$ cat src/rtl/uart_rx_pkg.sv
// uart_rx_pkg: shared state encoding, parity-type constants and vote helper for the UART receiver.
package uart_rx_pkg;

   typedef enum logic [2:0] {
      IDLE      = 3'd0,
      START     = 3'd1,
      DATA      = 3'd2,
      PARITY    = 3'd3,
      STOP      = 3'd4,
      WAIT_HIGH = 3'd5
   } state_t;

   localparam logic PAR_EVEN = 1'b0;
   localparam logic PAR_ODD  = 1'b1;

   function automatic logic maj3(input logic a, input logic b, input logic c);
      return (a & b) | (a & c) | (b & c);
   endfunction

endpackage

$ cat src/rtl/uart_rx_sampler.sv
// uart_rx_sampler: per-bit edge counter with a 3-sample majority vote around mid-bit.
module uart_rx_sampler
   import uart_rx_pkg::*;
#(
   parameter int PRESCALE = 8,
   parameter int EW       = $clog2(PRESCALE)
) (
   input  logic          clk,
   input  logic          rst,
   input  logic          en_i,
   input  logic          rx_i,
   output logic [EW-1:0] edge_o,
   output logic          bit_o,
   output logic          done_o
);

   localparam logic [EW-1:0] S0   = EW'(PRESCALE / 2 - 1);
   localparam logic [EW-1:0] S1   = EW'(PRESCALE / 2);
   localparam logic [EW-1:0] S2   = EW'(PRESCALE / 2 + 1);
   localparam logic [EW-1:0] LAST = EW'(PRESCALE - 1);

   logic [EW-1:0] edge_q, edge_d;
   logic [1:0]    smp_q, smp_d;
   logic          bit_q, bit_d;

   // The vote is registered at the third sample, so it is usable from count PRESCALE/2+2 onward.
   always_comb begin
      edge_d = (!en_i || edge_q == LAST) ? '0 : edge_q + EW'(1);
      smp_d  = {(en_i && edge_q == S1) ? rx_i : smp_q[1], (en_i && edge_q == S0) ? rx_i : smp_q[0]};
      bit_d  = (en_i && edge_q == S2) ? maj3(smp_q[0], smp_q[1], rx_i) : bit_q;
   end

   always_ff @(posedge clk or negedge rst) begin
      if (!rst) begin
         edge_q <= '0;
         smp_q  <= 2'b11;
         bit_q  <= 1'b1;
      end else begin
         edge_q <= edge_d;
         smp_q  <= smp_d;
         bit_q  <= bit_d;
      end
   end

   assign edge_o = edge_q;
   assign bit_o  = bit_q;
   assign done_o = en_i && edge_q == LAST;

endmodule

$ cat src/rtl/uart_rx.sv
// uart_rx: oversampling UART receiver with optional even/odd parity and stop-bit checking.
module uart_rx
   import uart_rx_pkg::*;
#(
   parameter int width    = 8,
   parameter int PRESCALE = 8
) (
   input  logic             clk,
   input  logic             rst,
   input  logic             RX_in,
   input  logic             Par_en,
   input  logic             Par_type,
   output logic [width-1:0] P_data,
   output logic             Data_valid,
   output logic             Par_err,
   output logic             Stp_err
);

   localparam int EW = $clog2(PRESCALE);
   localparam int BW = (width > 1) ? $clog2(width) : 1;
   localparam logic [EW-1:0] STOP_CHK = EW'(PRESCALE / 2 + 2);
   localparam logic [BW-1:0] BIT_LAST = BW'(width - 1);

   state_t           state_q, state_d;
   logic [1:0]       sync_q;
   logic             rx_s, run, bit_v, bit_end;
   logic [EW-1:0]    edge_cnt;
   logic [BW-1:0]    bcnt_q, bcnt_d;
   logic [width-1:0] shift_q, shift_d, pdata_q, pdata_d;
   logic             pen_q, pen_d, ptype_q, ptype_d, perr_q, perr_d;
   logic             dv_q, dv_d, pe_q, pe_d, se_q, se_d;

   always_ff @(posedge clk or negedge rst) begin
      if (!rst) sync_q <= 2'b11;
      else sync_q <= {sync_q[0], RX_in};
   end

   assign rx_s = sync_q[1];
   assign run  = state_q != IDLE && state_q != WAIT_HIGH;

   uart_rx_sampler #(.PRESCALE(PRESCALE), .EW(EW)) u_sampler (
      .clk    (clk),
      .rst    (rst),
      .en_i   (run),
      .rx_i   (rx_s),
      .edge_o (edge_cnt),
      .bit_o  (bit_v),
      .done_o (bit_end)
   );

   always_comb begin
      state_d = state_q;
      bcnt_d  = bcnt_q;
      shift_d = shift_q;
      pdata_d = pdata_q;
      pen_d   = pen_q;
      ptype_d = ptype_q;
      perr_d  = perr_q;
      dv_d    = 1'b0;
      pe_d    = 1'b0;
      se_d    = 1'b0;
      case (state_q)
         IDLE: if (!rx_s) begin
            state_d = START;
            bcnt_d  = '0;
            perr_d  = 1'b0;
            pen_d   = Par_en;
            ptype_d = Par_type;
         end
         START: if (bit_end) state_d = bit_v ? IDLE : DATA;
         DATA: if (bit_end) begin
            shift_d = {bit_v, shift_q[width-1:1]};
            bcnt_d  = bcnt_q + BW'(1);
            if (bcnt_q == BIT_LAST) state_d = pen_q ? PARITY : STOP;
         end
         PARITY: if (bit_end) begin
            perr_d  = bit_v != (^shift_q ^ (ptype_q == PAR_ODD));
            state_d = STOP;
         end
         // Decided mid stop bit so an immediately following start edge is not missed.
         STOP: if (edge_cnt == STOP_CHK) begin
            pe_d    = perr_q;
            se_d    = !bit_v;
            dv_d    = bit_v && !perr_q;
            pdata_d = (bit_v && !perr_q) ? shift_q : pdata_q;
            state_d = bit_v ? IDLE : WAIT_HIGH;
         end
         WAIT_HIGH: if (rx_s) state_d = IDLE;
         default: state_d = IDLE;
      endcase
   end

   always_ff @(posedge clk or negedge rst) begin
      if (!rst) begin
         state_q <= IDLE;
         bcnt_q  <= '0;
         shift_q <= '0;
         pdata_q <= '0;
         pen_q   <= 1'b0;
         ptype_q <= PAR_EVEN;
         perr_q  <= 1'b0;
         dv_q    <= 1'b0;
         pe_q    <= 1'b0;
         se_q    <= 1'b0;
      end else begin
         state_q <= state_d;
         bcnt_q  <= bcnt_d;
         shift_q <= shift_d;
         pdata_q <= pdata_d;
         pen_q   <= pen_d;
         ptype_q <= ptype_d;
         perr_q  <= perr_d;
         dv_q    <= dv_d;
         pe_q    <= pe_d;
         se_q    <= se_d;
      end
   end

   assign P_data     = pdata_q;
   assign Data_valid = dv_q;
   assign Par_err    = pe_q;
   assign Stp_err    = se_q;

endmodule

$ cat config.mk
export PLATFORM = sky130hd
export DESIGN_NAME = uart_rx
export DESIGN_NICKNAME = d
export VERILOG_FILES = /design/src/rtl/uart_rx_pkg.sv /design/src/rtl/uart_rx_sampler.sv /design/src/rtl/uart_rx.sv
export SDC_FILE = /design/constraint.sdc
export NUM_CORES = 1
export LEC_CHECK = 0
export BUFFER_PORTS_ARGS = -buffer_cell sky130_fd_sc_hd__buf_2
export CORE_MARGIN = 2
export CORE_UTILIZATION = 25
export DETAILED_ROUTE_END_ITERATION = 10
export MAX_ROUTING_LAYER = met4
export PLACE_DENSITY = 0.52
export SLEW_MARGIN = 5
export SYNTH_ARGS = -nofsm -noshare
export SYNTH_HDL_FRONTEND = slang
export SYNTH_HIERARCHICAL = 1
export SYNTH_SLANG_ARGS = --single-unit
$ cat constraint.sdc
create_clock -name clk -period 2.2 [get_ports clk]
set_clock_uncertainty 0.2 [all_clocks]
set_input_delay 0.33 -clock clk [delete_from_list [all_inputs] [get_ports clk]]
set_output_delay 0.33 -clock clk [all_outputs]
set_load 0.02 [all_outputs]
==> flow_summary.ini, run 1 <==
[cts]
cts_buffers = 5
clock-root-buffer = clkbuf_8
cts_buffer_depth = 2
postCtsSetupBuffers = 0
cts_tree = done
cts_max_level = 2
cts.reportedPaths.clkPinSlew_ps = 70
clock_sinks = 36
worstSkewPairLatency_ps = 270

[global_route]
grt_max_degree = 37
gr-usage-all-layers_pct = 9.09
grt_pass1_wl_um = 5210
antenna_found_initial = 0
grt_pass1_vias = 1048
grt_overflow_total = 0

[synth]
avgSynthCellArea_um2 = 12.5
netlist_instances = 137
synth_area_leaders = dfrtp_1, mux2_2, dfstp_2
synth_cell_type_count = 32
yosys.area.top_type = dfrtp_1
synth_area_um2 = 1710
ys_ff_latch = 36
synth_warnings = 6
synth_nets = 149
seq_area_frac_synth_pct = 53.0
synth_top_area_share_pct = 45.3

[pwr]
switching_share_pct = 31.5
p_leak_uw = 0.000960
internal-power_uw = 1360
power_frac_comb_pct = 31.7
pwr-share-clk_pct = 22.0
powerDensity_nw_per_um2 = 979
switching_power_uw = 626
p_seq_share_pct = 46.3
ir_drop_v = 0.000461

[setup_path]
critPathArrivalTime_ps = 2030
end_kind = flip-flop
path_max_fanout = 6
crit_type = reg -> reg
critPathRequiredTime_ps = 2160
startpoint_type = flip-flop

[drt]
viasPerCell = 4.13
routed-wl-met3_um = 75
antenna_left = 0
post_drt_wl_per_cell_um = 11.8
highest_layer = met4
wirelength_met1_um = 1570
drtIter0Drc = 106
route.met2.wl_um = 1210
drc = 0
drtPass1Iterations = 4
vias = 1015
totalWireLength_um = 2890

[timing]
fmax_mhz = 483
setup_violations = 0
tns_ps = 0
rsz0062_at_grt = false
relSlewSlack_pct = 46.7
slew_violations = 0
hold_viol_final = 0
setup_ws_ps = 132
fin_crit_sh_pct = 94.0
period_minus_slack_ps = 2070
worstMarginPinSlew_ps = 799

[run_status]
status = completed

[min_path]
hp-class = in -> reg

[floorplan]
die_x_um = 86.8
rows = 30
die_h_um = 86.8
initial_core_util_pct = 25.5
core-area_um2 = 6720
dieArea_um2 = 7530
ios = 16

[final_layout]
drive_above_1_share_pct = 38.0
fillers = 669
area_delta_synth_final_pct = 18.6
regArea_um2 = 907
fin_nets = 177
fin_util_pct = 30.2
antennaDiodeCount = 0
multiInputGateArea_um2 = 742

[place]
place.detailed.hpwl_um = 1960
dp_slack_ps = 66.8
io_buffers = 15
gp_congestion = 0.838

[flow_run]
drv_cap = 0
-- through the flow --
stage,area (um^2),power (uW),hold slack (ps),instances
after floorplan,1710,1380,-166,137
after global placement,1930,1560,146,236
after detailed placement,1930,1550,150,236
after CTS,2030,2010,80.6,246
after global routing,2030,2160,101,246
final,2030,1990,89.8,246
-- worst paths after layout --
kind	start	to	slack, ps	cells after the start
worst max-delay path	u_sampler/edge_o[0]	state_q[2]	130	7
worst max register to register	u_sampler/edge_o[0]	state_q[2]	130	7
min in group asynchronous	rst	Data_valid	480	2
max in group asynchronous	rst	u_sampler/edge_o[1]	810	2
worst min register to register	sync_q[0]	sync_q[1]	160	0
worst min-delay path	Par_type	ptype_q	90	2
-- sequential cells by signal, summed over array words and instances (netlist names) --
register and cells:
P_data 8, Stp_err 1, u_sampler/edge_o 3, ptype_q 1, sync_q 2, Par_err 1, u_sampler/bit_o 1, perr_q 1
pen_q 1, u_sampler/smp_q 2, bcnt_q 3, state_q 3, Data_valid 1, shift_q 8
-- cell families after synthesis --
group	Yosys count	synth area share [%]
AO/OA/AOI/OAI	10	3.73
XOR/XNOR	9	5.41
adder cells (fa/ha/maj)	8	5.77
buffers and inverters	15	3.94
flip-flops	36	53.0
multiplexers	27	17.6
AND/OR/NAND/NOR	32	10.6
-- routing by layer --
metal / up-vias / global-route usage, %
li1: 522 / -
met1: 479 / 13.7
met2: 12 / 12.1
met3: 2 / 2.10
met4: 0 / 2.56
met5: - / -
-- cell usage in the layout, fill, tap and decap left out, drive strengths merged --
cell type | Yosys | routed
nand2b | 2 | 2
a221oi | 1 | 1
ha | 7 | 7
nand2 | 5 | 5
nor3 | 2 | 2
inv | 10 | 10
nand3 | 2 | 2
nand3b | 1 | 1
and2 | 2 | 2
o21ai | 4 | 4
a22o | 1 | 1
a21oi | 1 | 1
dlygate4sd3 | 0 | 2
dfstp | 5 | 5
a22oi | 1 | 1
buf | 5 | 24
maj3 | 1 | 1
nand4b | 1 | 1
xnor2 | 8 | 8
clkbuf | 0 | 7
nor2 | 11 | 11
clkinv | 0 | 1
nor3b | 3 | 3
o22ai | 1 | 1
mux2 | 25 | 25
nor2b | 1 | 1
o31ai | 1 | 1
xnor3 | 1 | 1
mux2i | 2 | 2
nor4 | 1 | 1
nor4bb | 1 | 1
dfrtp | 31 | 31
-- cell type report --
type	instances	share of cell area, %
flip-flops and latches	36	44.7
multi-input cells	86	36.5
repair buffers	26	8.01
well taps	80	4.93
clock buffers	7	3.76
inverters	10	1.85
clock inverters	1	0.246
-- power groups by stage --
stage,clock [uW],combinational (uW),sequential (uW)
floorplan,0,499,879
global placement,0,632,931
detailed placement,0,625,929
CTS,466,631,918
global route,495,718,943
finish,438,630,920
-- worst max-delay path: stages, from the launching register on --
cell,delay (ps)
dfrtp_1,430
ha_1,240
ha_1,190
and2_1,160
o21ai_0,80
o31ai_1,100
o21ai_2,190
mux2_2,350
-- synth_stat cells --
library cell  number
maj3_2             1
dfrtp_1           31
xnor3_1            1
a221oi_1           1
nor3_1             2
dfstp_2            5
a22oi_1            1
mux2_2            23
mux2i_1            2
mux2_1             2
o31ai_1            1
ha_1               7
o22ai_1            1
buf_2              3
nand2b_1           2
a22o_1             1
o21ai_1            1
inv_1             10
nor2b_1            1
nand2_1            5
nor3b_2            3
nand3_1            2
a21oi_1            1
o21ai_0            3
xnor2_1            8
nor4bb_1           1
and2_1             2
nand4b_1           1
nor4_1             1
buf_4              2
nor2_1            11
nand3b_1           1
-- repair_timing --
| action | 4_1_cts | 5_1_grt |
|---|---|---|
| hold buffers | 2 | 0 |
| resized for setup | 0 | 1 |
| endpoints found under the setup margin | 0 | 3 |
| endpoints found under the hold margin | 32 | 0 |
Power figures use the tool's default switching activity.
==> run 2: changes to the inputs <==
--- a/config.mk
+++ b/config.mk
@@ -9,7 +9,6 @@
 export CORE_MARGIN = 2
 export CORE_UTILIZATION = 25
 export DETAILED_ROUTE_END_ITERATION = 10
-export MAX_ROUTING_LAYER = met4
 export PLACE_DENSITY = 0.52
 export SLEW_MARGIN = 5
 export SYNTH_ARGS = -nofsm -noshare
==> flow_summary.ini, run 2 (same netlist as run 1, synthesis figures left out) <==
[timing]
setup_ws_ps = 132
tns_ps = 0
rsz0062_at_grt = false
fin_crit_sh_pct = 94.0
fmax_mhz = 483
worstMarginPinSlew_ps = 803
slew_violations = 0
hold_viol_final = 0
relSlewSlack_pct = 46.5
setup_violations = 0
period_minus_slack_ps = 2070

[cts]
cts_buffers = 5
cts_max_level = 2
worstSkewPairLatency_ps = 270
clock_sinks = 36
cts_tree = done
clock-root-buffer = clkbuf_8
cts_buffer_depth = 2
cts.reportedPaths.clkPinSlew_ps = 70
postCtsSetupBuffers = 0

[drt]
drtIter0Drc = 106
drtPass1Iterations = 4
post_drt_wl_per_cell_um = 11.8
totalWireLength_um = 2900
antenna_left = 0
drc = 0
vias = 1021
viasPerCell = 4.15

[run_status]
status = completed

[setup_path]
r2r-end = state_q[2]
end_kind = flip-flop
path_max_fanout = 6
crit_type = reg -> reg
critPathRequiredTime_ps = 2160
startpoint_type = flip-flop
rr_worst_depth = 7
critPathArrivalTime_ps = 2030
rrSetupSlack_ps = 130
crit_path_end = state_q[2]
cp-startpoint = u_sampler/edge_o[0]
r2r-start = u_sampler/edge_o[0]

[global_route]
grt_pass1_vias = 1048
grt_pass1_wl_um = 5210
use_met2_pct = 12.1
grt_max_degree = 37
grt_overflow_total = 0
met1_usage_pct = 13.5
antenna_found_initial = 0
gr-usage-all-layers_pct = 8.83
grt_use_met3_pct = 2.29
grt_busiest_layer = met1

[floorplan]
dieArea_um2 = 7530
core-area_um2 = 6720
ios = 16
initial_core_util_pct = 25.5
die_x_um = 86.8
die_h_um = 86.8
rows = 30

[final_layout]
design_area_um2 = 2030
drive_above_1_share_pct = 38.0
final_cell_mix = dfrtp_1, mux2_2, buf_2, nor2_1, inv_1
antennaDiodeCount = 0
final_common_cell = dfrtp_1
fin_nets = 177
fin_util_pct = 30.2
fillers = 669
area_delta_synth_final_pct = 18.6

[place]
place_area_um2 = 1930
dp_slack_ps = 66.8
gp_congestion = 0.825
io_buffers = 15
place.detailed.hpwl_um = 1960

[pwr]
ir_drop_v = 0.000460
p_leak_uw = 0.000960
powerDensity_nw_per_um2 = 979

[min_path]
hp-class = in -> reg

[flow_run]
drv_cap = 0
[run 2: cell counts in the layout (fill, tap and decap cells not counted)]
No cell type changed its count.
[run 2: cell type report]
class | count | area [um^2] | share of cell area (%)
sequential | 36 | 907 | 44.7
multi-input combinational | 86 | 742 | 36.5
clock inverter | 1 | 5.00 | 0.246
clock buffer | 7 | 76.3 | 3.76
timing repair buffer | 26 | 163 | 8.01
inverter | 10 | 37.5 | 1.85
tap | 80 | 100 | 4.93
[run 2: what timing repair did]
action | 4_1_cts | 5_1_grt
endpoints found under the setup margin | 0 | 3
hold buffers | 2 | 0
hold endpoints to repair | 32 | 0
resized for setup | 0 | 1
[run 2: metrics by stage]
| step | power [uW] | hold slack (ps) | cells |
|---|---|---|---|
| finish | 1990 | 89.2 | 246 |
| global route | 2160 | 101 | 246 |
| CTS | 2010 | 80.6 | 246 |
| detailed placement | 1550 | 150 | 236 |
| global placement | 1560 | 146 | 236 |
| floorplan | 1380 | -166 | 137 |
[run 2: worst min-delay path by stage]
stage                    from         end  slack [ps]  cells after the start
floorplan                 rst  Data_valid        -170                      0
global placement    sync_q[0]   sync_q[1]         150                      0
detailed placement  sync_q[0]   sync_q[1]         150                      0
CTS                  Par_type     ptype_q          80                      2
global route           Par_en       pen_q         100                      2
finish               Par_type     ptype_q          90                      2
[run 2: power by group]
group	internal [uW]	total, uW	leakage [uW]	switching (uW)
logic	349	630	0.000443	281
registers	791	920	0.000474	129
clock network	222	439	0.0000422	217
[run 2: routing by layer]
| layer | wire length (um) | vias to the layer above |
|---|---|---|
| met3 | 97 | 2 |
| met5 | 0 | - |
| met4 | 31 | 0 |
| met1 | 1550 | 485 |
| met2 | 1220 | 14 |
| li1 | - | 520 |
[run 2: critical path: stages (launching register included)]
cell and delay, ps:
dfrtp_1 430, ha_1 240, ha_1 190, and2_1 160
o21ai_0 80, o31ai_1 100, o21ai_2 190, mux2_2 350
